**src/rtl/mid_ctrl.sv**
```systemverilog
// LBIST mid-section controller: feeds TPG patterns to a faulty/fault-free CUT pair,
// compares masked outputs, drops detected faults and steps the FIL through the fault list.
module mid_ctrl #(
    parameter int IN_BITS  = 60,
    parameter int OUT_BITS = 26,
    parameter int MAX_PAT  = 1024,
    parameter int CUT_LAT  = 0,
    parameter int CNT_W    = 16
) (
    input  logic                clk,
    input  logic                rst,
    input  logic                start,
    input  logic                TP_VALID,
    output logic                TP_READY,
    input  logic [IN_BITS-1:0]  TEST_IP,
    output logic [IN_BITS-1:0]  CUT_IP,
    input  logic [OUT_BITS-1:0] CUT_OP,
    input  logic [OUT_BITS-1:0] FF_OP,
    input  logic [OUT_BITS-1:0] OUT_MASK,
    output logic                FIL_INC,
    input  logic                FIL_END,
    output logic                BUSY,
    output logic                DONE,
    output logic                DET_PULSE,
    output logic [CNT_W-1:0]    FAULT_CNT,
    output logic [CNT_W-1:0]    DET_CNT
);

    localparam int PAT_W = (MAX_PAT > 1) ? $clog2(MAX_PAT) : 1;
    localparam int LAT_W = (CUT_LAT > 0) ? $clog2(CUT_LAT + 1) : 1;
    localparam logic [PAT_W-1:0] PAT_LAST = PAT_W'(MAX_PAT - 1);
    localparam logic [LAT_W-1:0] LAT_INIT = LAT_W'(CUT_LAT);
    localparam logic [CNT_W-1:0] CNT_MAX  = '1;

    typedef enum logic [2:0] {
        S_IDLE,
        S_APPLY,
        S_WAIT,
        S_CMP,
        S_NEXT,
        S_DONE
    } state_t;

    state_t              state_reg, state_next;
    logic [PAT_W-1:0]    pat_reg, pat_next;
    logic [LAT_W-1:0]    lat_reg, lat_next;
    logic [IN_BITS-1:0]  cut_ip_reg, cut_ip_next;
    logic [CNT_W-1:0]    fault_cnt_reg, fault_cnt_next;
    logic [CNT_W-1:0]    det_cnt_reg, det_cnt_next;
    logic                busy_reg, busy_next;
    logic                done_reg, done_next;
    logic                det_pulse_reg, det_pulse_next;
    logic                fil_inc_reg, fil_inc_next;

    // Per-bit masked difference; masked-off bits may carry X from the CUTs.
    logic [OUT_BITS-1:0] diff_bits;
    logic                miss;

    generate
        for (genvar gi = 0; gi < OUT_BITS; gi++) begin : g_cmp
            assign diff_bits[gi] = (CUT_OP[gi] ^ FF_OP[gi]) & OUT_MASK[gi];
        end
    endgenerate

    assign miss = |diff_bits;

    function automatic logic [CNT_W-1:0] sat_inc(input logic [CNT_W-1:0] v);
        return (v == CNT_MAX) ? v : v + 1'b1;
    endfunction

    always_ff @(posedge clk or posedge rst) begin
        if (rst) begin
            state_reg     <= S_IDLE;
            pat_reg       <= '0;
            lat_reg       <= '0;
            cut_ip_reg    <= '0;
            fault_cnt_reg <= '0;
            det_cnt_reg   <= '0;
            busy_reg      <= 1'b0;
            done_reg      <= 1'b0;
            det_pulse_reg <= 1'b0;
            fil_inc_reg   <= 1'b0;
        end else begin
            state_reg     <= state_next;
            pat_reg       <= pat_next;
            lat_reg       <= lat_next;
            cut_ip_reg    <= cut_ip_next;
            fault_cnt_reg <= fault_cnt_next;
            det_cnt_reg   <= det_cnt_next;
            busy_reg      <= busy_next;
            done_reg      <= done_next;
            det_pulse_reg <= det_pulse_next;
            fil_inc_reg   <= fil_inc_next;
        end
    end

    always_comb begin
        state_next     = state_reg;
        pat_next       = pat_reg;
        lat_next       = lat_reg;
        cut_ip_next    = cut_ip_reg;
        fault_cnt_next = fault_cnt_reg;
        det_cnt_next   = det_cnt_reg;
        busy_next      = busy_reg;
        done_next      = done_reg;
        det_pulse_next = 1'b0;
        fil_inc_next   = 1'b0;

        case (state_reg)
            S_IDLE: begin
                if (start) begin
                    state_next = S_APPLY;
                    busy_next  = 1'b1;
                    pat_next   = '0;
                end
            end
            S_APPLY: begin
                if (TP_VALID) begin
                    cut_ip_next = TEST_IP;
                    lat_next    = LAT_INIT;
                    state_next  = S_WAIT;
                end
            end
            S_WAIT: begin
                if (lat_reg == '0) begin
                    state_next = S_CMP;
                end else begin
                    lat_next = lat_reg - 1'b1;
                end
            end
            S_CMP: begin
                // A detection on the final budgeted pattern still counts as detected.
                if (miss) begin
                    det_pulse_next = 1'b1;
                    det_cnt_next   = sat_inc(det_cnt_reg);
                    fault_cnt_next = sat_inc(fault_cnt_reg);
                    state_next     = S_NEXT;
                end else if (pat_reg == PAT_LAST) begin
                    fault_cnt_next = sat_inc(fault_cnt_reg);
                    state_next     = S_NEXT;
                end else begin
                    pat_next   = pat_reg + 1'b1;
                    state_next = S_APPLY;
                end
            end
            S_NEXT: begin
                if (FIL_END) begin
                    state_next = S_DONE;
                    done_next  = 1'b1;
                    busy_next  = 1'b0;
                end else begin
                    fil_inc_next = 1'b1;
                    pat_next     = '0;
                    state_next   = S_APPLY;
                end
            end
            S_DONE: begin
                state_next = S_DONE;
            end
            default: begin
                state_next = S_IDLE;
            end
        endcase
    end

    assign TP_READY  = (state_reg == S_APPLY);
    assign CUT_IP    = cut_ip_reg;
    assign FIL_INC   = fil_inc_reg;
    assign BUSY      = busy_reg;
    assign DONE      = done_reg;
    assign DET_PULSE = det_pulse_reg;
    assign FAULT_CNT = fault_cnt_reg;
    assign DET_CNT   = det_cnt_reg;

endmodule

```
**config.mk**
```make
export PLATFORM = sky130hd
export DESIGN_NAME = mid_ctrl
export DESIGN_NICKNAME = d
export VERILOG_FILES = /design/src/rtl/mid_ctrl.sv
export SDC_FILE = /design/constraint.sdc
export NUM_CORES = 1
export LEC_CHECK = 0
export CORE_ASPECT_RATIO = 1.4
export CORE_MARGIN = 5
export CORE_UTILIZATION = 25
export DETAILED_ROUTE_END_ITERATION = 7
export HOLD_SLACK_MARGIN = 0.05
export SETUP_SLACK_MARGIN = 0.2
export SLEW_MARGIN = 20
export SYNTH_ARGS = -nofsm -noshare
export SYNTH_HDL_FRONTEND = slang
export SYNTH_SLANG_ARGS = --single-unit
```
**constraint.sdc**
```tcl
create_clock -name clk -period 8.1 [get_ports clk]
set_input_delay 1.62 -clock clk [delete_from_list [all_inputs] [get_ports clk]]
set_output_delay 1.62 -clock clk [all_outputs]
set_load 0.005 [all_outputs]
```
# Word level (Yosys, flattened, before mapping)
# Index checks and enable logic that the tools add are counted.
# word_totals
regBits	110
in_bits	143
out_inout_bits	97
word_cells	121
# op_classes
addsub	4
n_eq_ne	15
mux	25
n_bitwise	53
reduce_logical	14
# op_table
op	count
$mux W16	3
$mux W10	4
$add A16 B1 Y16 const B	2
$eq A16 B16 Y1 const B	2
$pmux W10 S3	1
$and A1 B1 Y1	26
$reduce_or A26 Y1	1
$xor A1 B1 Y1	26
$mux W3	6
$pmux W3 S6	1
$ne A2 B2 Y1 const B	7
$add A10 B1 Y10 const B	1
$eq A10 B10 Y1 const B	1
$reduce_and A3 Y1	3
$mux W1	8
$reduce_and A2 Y1	4
$eq A3 B2 Y1 const B	2
$eq A3 B3 Y1 const B	2
$reduce_bool A2 Y1	3
$reduce_and A5 Y1	1
$pmux W1 S2	2
$eq A3 B1 Y1 const B	1
$logic_not A3 Y1	1
$reduce_bool A3 Y1	1
2 further kinds	2

# Longest topological paths before layout
# Gate-level depths: netlist of run 1.
# depth
ltp_word	5
ltp_mapped	9

# Least setup slack after synthesis of run 1
# OpenSTA, ideal clock, no wires.
# synth_timing
path_type	input-to-reg
from	input FF_OP[11]
to	register fault_cnt_reg[1], in the netlist FAULT_CNT[1]
setup_ns	0.125
arrival_ns	3.246
required_ns	7.975
setup_slack_ns	4.729
path_stages	7
path_cell_list	xor2_1 -> a22oi_1 -> nand4_1 -> or4_4 -> nor2_4 -> nor3_2 -> mux2_4
# synth_between
elab_chain_len	5
word_cells_on_any_way	6
classes_between	mux (1); bitwise (2); reduce/logical (3)
# synth_lines
element	line_no	source
from (decl)	18	input logic [OUT_BITS-1:0] FF_OP,
$xor A1 B1 Y1 (*)	61	assign diff_bits[gi] = (CUT_OP[gi] ^ FF_OP[gi]) & OUT_MASK[gi];
$and A1 B1 Y1 (*)	61	
$reduce_or A26 Y1 (*)	65	assign miss = |diff_bits;
$reduce_bool A2 Y1 (no source line)	n/a	
$reduce_and A2 Y1 (no source line)	n/a	
to (signal assigned)	88	fault_cnt_reg <= fault_cnt_next;
to (decl)	48	logic [CNT_W-1:0] fault_cnt_reg, fault_cnt_next;
# Every way passes the cells marked *; elsewhere a longest branch is shown, timed or not.
# A chain may end at the register's enable or synchronous reset.

# Final worst setup path of run 1
# layout_timing
from	input FF_OP[23]
to	register fault_cnt_reg[11], in the netlist FAULT_CNT[11]
# The elaborated chain is that of the path after synthesis.

==> metrics.md, run 1 <==
| Metric | Value |
|---|---|
| Status | finished, final reports clean |
| Synth top area share | 54.47% |
| # diodes | 0 |
| CTS tree | yes |
| Power per standard cell area | ~280 nW/µm² |
| Seq pwr share | 39.7% |
| Reg2Reg Setup Slack | between 5000 and 6000 ps |
| Clock Power Share | about a fifth |
| # port buffers | approximately 240 |
| Pre-CTS setup slack | 3933 ps |
| Post-layout nets | 789 |
| Final hold vios | 0 |
| Setup ws final | 4330 ps |
| Worst-Skew Late Latency | approximately 340 ps |
| Post-synth ARST share | 100.0% |
| GRT overflow | 0 |
| Layout area overhead | 59.32% |
| Crit. End Element | flop |
| Clock sink count | 109 |
| Max reg flops | 60 |
| Slew at the pin closest to its max-slew limit | 775.0 ps |
| Post-detailed-route wirelength per cell | 16.14 µm |
| DRT iter0 DRCs | 136 |
| Final Non-Filler Cells | 900 |
| Number of nets still failing antenna checks after routing | 0 |
| Largest cells by area after synthesis | dfrtp_1 (54%), mux2_2 (14%), xor2_1 (7.0%) |
| CP startpoint kind | input pin |
| Final WL | 14,530 µm |
| Sw Share | between 20% and 30% |
| Die area | 23,000 µm² |
| Crit path arrival time | 3980 ps |
| Remaining DRCs | 0 |
| GP Congestion | 0.8234 |
| Final worst-path cycle share | 46.55% |
| Gate power share | 41.1% |
| Setup Viol. Count Final | 0 |
| Clock Tree Buf Depth | 2 |
| Reg area | 2728 µm² |
| Post-synth EDFFs | 0 |
| Clock Skews | 12.76 ps |
| Syn nets | between 500 and 600 |
| Pleak | 3.270 nW |
| TNS Setup | 0 ps |
| Crit Path Class | input pin to flop |
| Yosys warns | 0 |
| Vias in the first global route | 4,384 |
| Fillers | around 1,900 |
| Distinct cells, synth | 54 |
| Synthesized flop and latch total | 109 |
| I/O Pins | 240 |
| Multi-input combinational cell area | between 2000 and 2500 µm² |
| Initial core utilization | about 25% |
| First-pass GRT wire length | 22,890 µm |
| Finished Core Util | roughly two fifths |
| Initial antenna violation count | 0 |
| DP HPWL | 11,710 µm |
| CTS buffer count | 9 |
| Setup Buffers After CTS | 0 |
| Worst Path Required | ~8300 ps |
| Core Footprint | between 15,000 and 20,000 µm² |
| Peak supply drop | between 90 and 100 µV |
| Max-slew violations | 0 |
| DIE HEIGHT | 177.5 µm |
| Die width | 129.6 µm |
| Total track usage | between 10% and 20% |
| Drt first pass iters | 4 |
| Largest area contributor in the netlist | dfrtp_1 |
| Int Power | 1.563 mW |
| Layout cell share with drive strength beyond 1 | 14.66% |
| Mapped Area | 5007 µm² |
| H-tree depth | 3 |
| P_sw | approximately 650 µW |
| CTS Hold Bufs | 0 |
| Clk slew on worst S/H paths | 70 ps |
| Clock root cell | clkbuf_16 |
| Register area share after synthesis | a little over half |
| Largest net degree at the start of global routing | 61 |
| Tmin final | 3770 ps |
| Worst-path maximum fanout | 11 |
| Synth Area per Inst | 12.39 µm² |
| Fmax achieved | 0.2652 GHz |
| Max-slew headroom | 48.33% |
| RSZ-0062 raised after global routing | false |
| PostCTS Resize Cnt | 0 |
| Most common flop cell mapped by yosys | dfrtp_1 |
| Rows | 61 |
| Via count | 4,066 |
| Placed cells | 884 |
| PnR Total Power | 2.215 mW |
| Hold WC Path Type | flop to flop |
| Vias per Instance | 4.518 |
| Post-Synthesis Cells | between 400 and 500 |
| Max_cap viols | 0 |
-- layout make-up --
type / instances / share of cell area [%]
inverters: 6 / 0.3137
multi-input cells: 275 / 27.68
flip-flops and latches: 109 / 34.19
repair buffers: 242 / 30.27
clock buffers: 11 / 3.043
clock inverters: 5 / 0.5489
well taps: 252 / 3.952
-- cell families after synthesis --
group	synth area share (%)
buffers and inverters	1.724
AOI/OAI and AO/OA	5.297
and+or+nand+nor	13.74
xor gates and xnor gates	9.795
adders and majority gates	0.7497
muxes	14.22
DFF	54.47
-- worst max-delay path, cell delays in order --
cell	delay, ps
clkdlybuf4s50_1	450
xor2_1	180
a22oi_1	190
nand4_1	180
or4_4	640
o211ai_2	430
nor3_1	120
xor2_1	160
-- cells in the final DEF, fill, tap and decap left out, types with 3 or more instances in the layout --
| master | instances |
|---|---|
| nand2_1 | 24 |
| and4_1 | 3 |
| a22oi_1 | 13 |
| and3_1 | 9 |
| o21ai_0 | 4 |
| inv_1 | 5 |
| clkdlybuf4s50_1 | 239 |
| nor3_1 | 11 |
| mux2_2 | 61 |
| nand3_1 | 12 |
| buf_4 | 3 |
| dfrtp_1 | 109 |
| nor2_1 | 16 |
| xor2_1 | 40 |
| or3_1 | 3 |
| clkinv_4 | 4 |
| a21oi_1 | 5 |
| xnor2_1 | 16 |
| nand4_1 | 14 |
| ha_1 | 3 |
| clkbuf_16 | 9 |
| or4_1 | 5 |
-- power groups by stage --
| stage | Clock [mW] | Sequential [mW] | Combinational, mW |
|---|---|---|---|
| after global placement | 0 | 0.881 | 0.911 |
| final | 0.426 | 0.879 | 0.910 |
| after CTS | 0.447 | 0.883 | 0.931 |
| after global routing | 0.469 | 0.911 | 0.986 |
| after detailed placement | 0 | 0.894 | 0.928 |
| after floorplan | 0 | 0.877 | 0.372 |
-- routing by layer --
layer / wire length (µm) / GRT usage (%) / vias to the layer above
met2: 7508 / 22.68 / 207
met5: 0 / 0 / -
met4: 234 / 3.553 / 0
met3: 1431 / 4.276 / 11
met1: 5355 / 13.77 / 1910
li1: - / - / 1938
-- cell usage after synthesis, drive strengths merged (5+ instances only) --
library cell	number
dfrtp	109
mux2	62
xor2	40
nand2	24
nor2	17
xnor2	16
nand4	14
a22oi	13
nor3	13
nand3	12
and3	9
buf	9
a21oi	6
inv	6
or4	6
clkbuf	5
-- per-stage QoR --
step	area [µm²]	hold slack [ps]
2_1_floorplan	5007	453.8
3_3_place_gp	7691	458.7
3_5_place_dp	7691	468.1
4_1_cts	7978	485.3
5_1_grt	7978	524.2
6_report	7978	483.0
-- path summary, 6_finish.rpt --
path / cells after the start / endpoint / from
setup / recovery: 8 / FAULT_CNT[11]$_DFFE_PP0P_ / FF_OP[23]
min in group asynchronous: 2 / FAULT_CNT[5]$_DFFE_PP0P_ / rst
setup reg to reg: 5 / pat_reg[8]$_DFFE_PP0P_ / state_reg[1]$_DFFE_PP0P_
hold / removal: 1 / DONE$_DFFE_PP0P_ / DONE$_DFFE_PP0P_
max in group asynchronous: 3 / CUT_IP[17]$_DFFE_PP0P_ / rst
hold reg to reg: 1 / DONE$_DFFE_PP0P_ / DONE$_DFFE_PP0P_
No activity file was read; power rests on OpenSTA's default activity.
==> run 2, diff against run 1 <==
==> constraint.sdc (replaced) <==
create_clock -name clk -period 3.9 [get_ports clk]
set_input_delay 0.78 -clock clk [delete_from_list [all_inputs] [get_ports clk]]
set_output_delay 0.78 -clock clk [all_outputs]
set_load 0.005 [all_outputs]
==> run 2 against run 1 <==
Power grew 110%. Worst setup slack lost 3300 ps. Global-route usage shrank 0.21 points. Via count grew 0.86%. Wire length shrank 0.23%. Register-to-register slack lost 4200 ps. Clock power grew 100%. Die area is the same. Highest routed layer unchanged.
==> metrics.md, run 2 (same netlist as run 1, synthesis figures left out) <==
| Metric | Value |
|---|---|
| Most frequent cells in the layout | clkdlybuf4s50_1 (239), dfrtp_1 (109), mux2_2 (61), xor2_1 (40), nand2_1 (24) |
| Drt first pass iters | 4 |
| Crit Path Class | input pin to flop |
| Post-detailed-route wirelength per cell | ~16 µm |
| Clock Tree Buf Depth | 2 |
| CP peak stage delay | 640 ps |
| Die area | 23,000 µm² |
| Crit path arrival time | 3110 ps |
| Buf/Inv on CP | 1 |
| CTS tree | yes |
| Slew at the pin closest to its max-slew limit | 774.3 ps |
| Final WL | between 10,000 and 15,000 µm |
| Crit. End Element | flop |
| RSZ-0062 raised after global routing | false |
| GRT overflow | 0 |
| Fmax achieved | 0.3446 GHz |
| Core Footprint | 19,770 µm² |
| Reg2Reg Capture Point | pat_reg[8]$_DFFE_PP0P_ |
| Worst Hold End | DONE$_DFFE_PP0P_ |
| Clock Skews | 9.887 ps |
| Initial antenna violation count | 0 |
| Tmin final | 2902 ps |
| Clock sink count | 109 |
| Placed Area | approximately 7700 µm² |
| Setup ws final | between 900 and 1000 ps |
| Max reg flops | 60 |
| Initial core utilization | 25.33% |
| Clk slew on worst S/H paths | approximately 70 ps |
| Remaining DRCs | 0 |
| Peak supply drop | 192.7 µV |
| Max_cap viols | 0 |
| Die width | 129.6 µm |
| # diodes | 0 |
| DIE HEIGHT | 177.5 µm |
| Final hold vios | 0 |
| Reg2Reg Setup Slack | 1500 ps |
| Clock root cell | clkbuf_16 |
| PnR Total Power | approximately 4.6 mW |
| R2r worst-path depth | 5 |
| Status | finished, final reports clean |
| Hold WC Path Type | flop to flop |
| # port buffers | 239 |
| Crit-path leading delay family | simple AND/OR/NAND/NOR gates |
| Final worst-path cycle share | between 70% and 80% |
| Vias per Instance | 4.562 |
| Number of nets still failing antenna checks after routing | 0 |
| Max-slew headroom | 48.38% |
| Post-layout nets | 789 |
| CTS buffer count | 9 |
| Total track usage | roughly 12% |
| H-tree depth | 3 |
| Finished Core Util | 40.36% |
| Pre-CTS setup slack | roughly 610 ps |
| Final Non-Filler Cells | approximately 900 |
| CTS Hold Bufs | 0 |
| Critical path cell sequence | clkdlybuf4s50_1 -> xor2_1 -> a22oi_1 -> nand4_1 -> or4_4 -> o211ai_2 -> nor3_1 -> xor2_1 |
| Worst Path Required | 4110 ps |
| Placed cells | about 880 |
| Worst path slowest cell | or4_4 |
| Largest net degree at the start of global routing | 61 |
| Worst-Skew Late Latency | roughly 340 ps |
| Pleak | approximately 3.3 nW |
| GP Congestion | 0.8440 |
| DP HPWL | 11,820 µm |
| CP startpoint kind | input pin |
| Layout cell share with drive strength beyond 1 | 14.53% |
| Reg-to-reg critical path startpoint | state_reg[1]$_DFFE_PP0P_ |
| Setup Viol. Count Final | 0 |
| Layout area overhead | 59.32% |
| Rows | just over 60 |
| I/O Pins | 240 |
| Setup Buffers After CTS | 0 |
| Hold slack | between 400 and 500 ps |
| Final instance area | 7978 µm² |
| First-pass GRT wire length | between 20,000 and 25,000 µm |
| Power per standard cell area | 573.8 nW/µm² |
| Min-Delay Path Depth | 1 |
| Commonest non-fill, non-tap cell in the layout | clkdlybuf4s50_1 |
| HP Start | DONE$_DFFE_PP0P_ |
| DRT iter0 DRCs | 103 |
| TNS Setup | 0 ps |
| Via count | 4,101 |
| Worst-path maximum fanout | 11 |
| Vias in the first global route | 4,431 |
| Max-slew violations | 0 |
| PostCTS Resize Cnt | 0 |
| CP most frequent cell | xor2_1 |
[run 2: how the worst max path moves through the flow]
| stage | start | to | slack, ps | depth (start not counted) |
|---|---|---|---|---|
| floorplan | rst | BUSY$_DFFE_PP0P_ | 250 | 1 |
| global placement | FF_OP[23] | FAULT_CNT[8]$_DFFE_PP0P_ | 630 | 8 |
| detailed placement | CUT_OP[6] | FAULT_CNT[15]$_DFFE_PP0P_ | 610 | 8 |
| CTS | CUT_OP[6] | FAULT_CNT[12]$_DFFE_PP0P_ | 980 | 8 |
| global route | CUT_OP[6] | FAULT_CNT[11]$_DFFE_PP0P_ | 850 | 8 |
| finish | CUT_OP[6] | FAULT_CNT[12]$_DFFE_PP0P_ | 1000 | 8 |
[run 2: area by class of cell]
type                       count  area (µm²)
clock buffer                  10       229.0
clock inverter                 5       45.04
fill                        1882       11790
inverter                       6       25.02
multi-input combinational    275        2208
sequential                   109        2728
tap                          252       315.3
timing repair buffer         242        2427
[run 2: per-layer routing]
layer  wire length [µm]  GRT usage [%]  up-vias  share of wire [%]
met1               5256          13.12     1974                 36
met4                143          2.816        0               0.99
met2               7625          23.02      191                 53
met5                  0              0        -                  0
met3               1470          4.306        9                 10
li1                   -              -     1927                  -
[run 2: report_power, final]
part / internal (mW) / total (mW) / switching (mW)
combinational: 1.25 / 1.89 / 0.635
sequential: 1.54 / 1.83 / 0.288
clock: 0.440 / 0.866 / 0.426
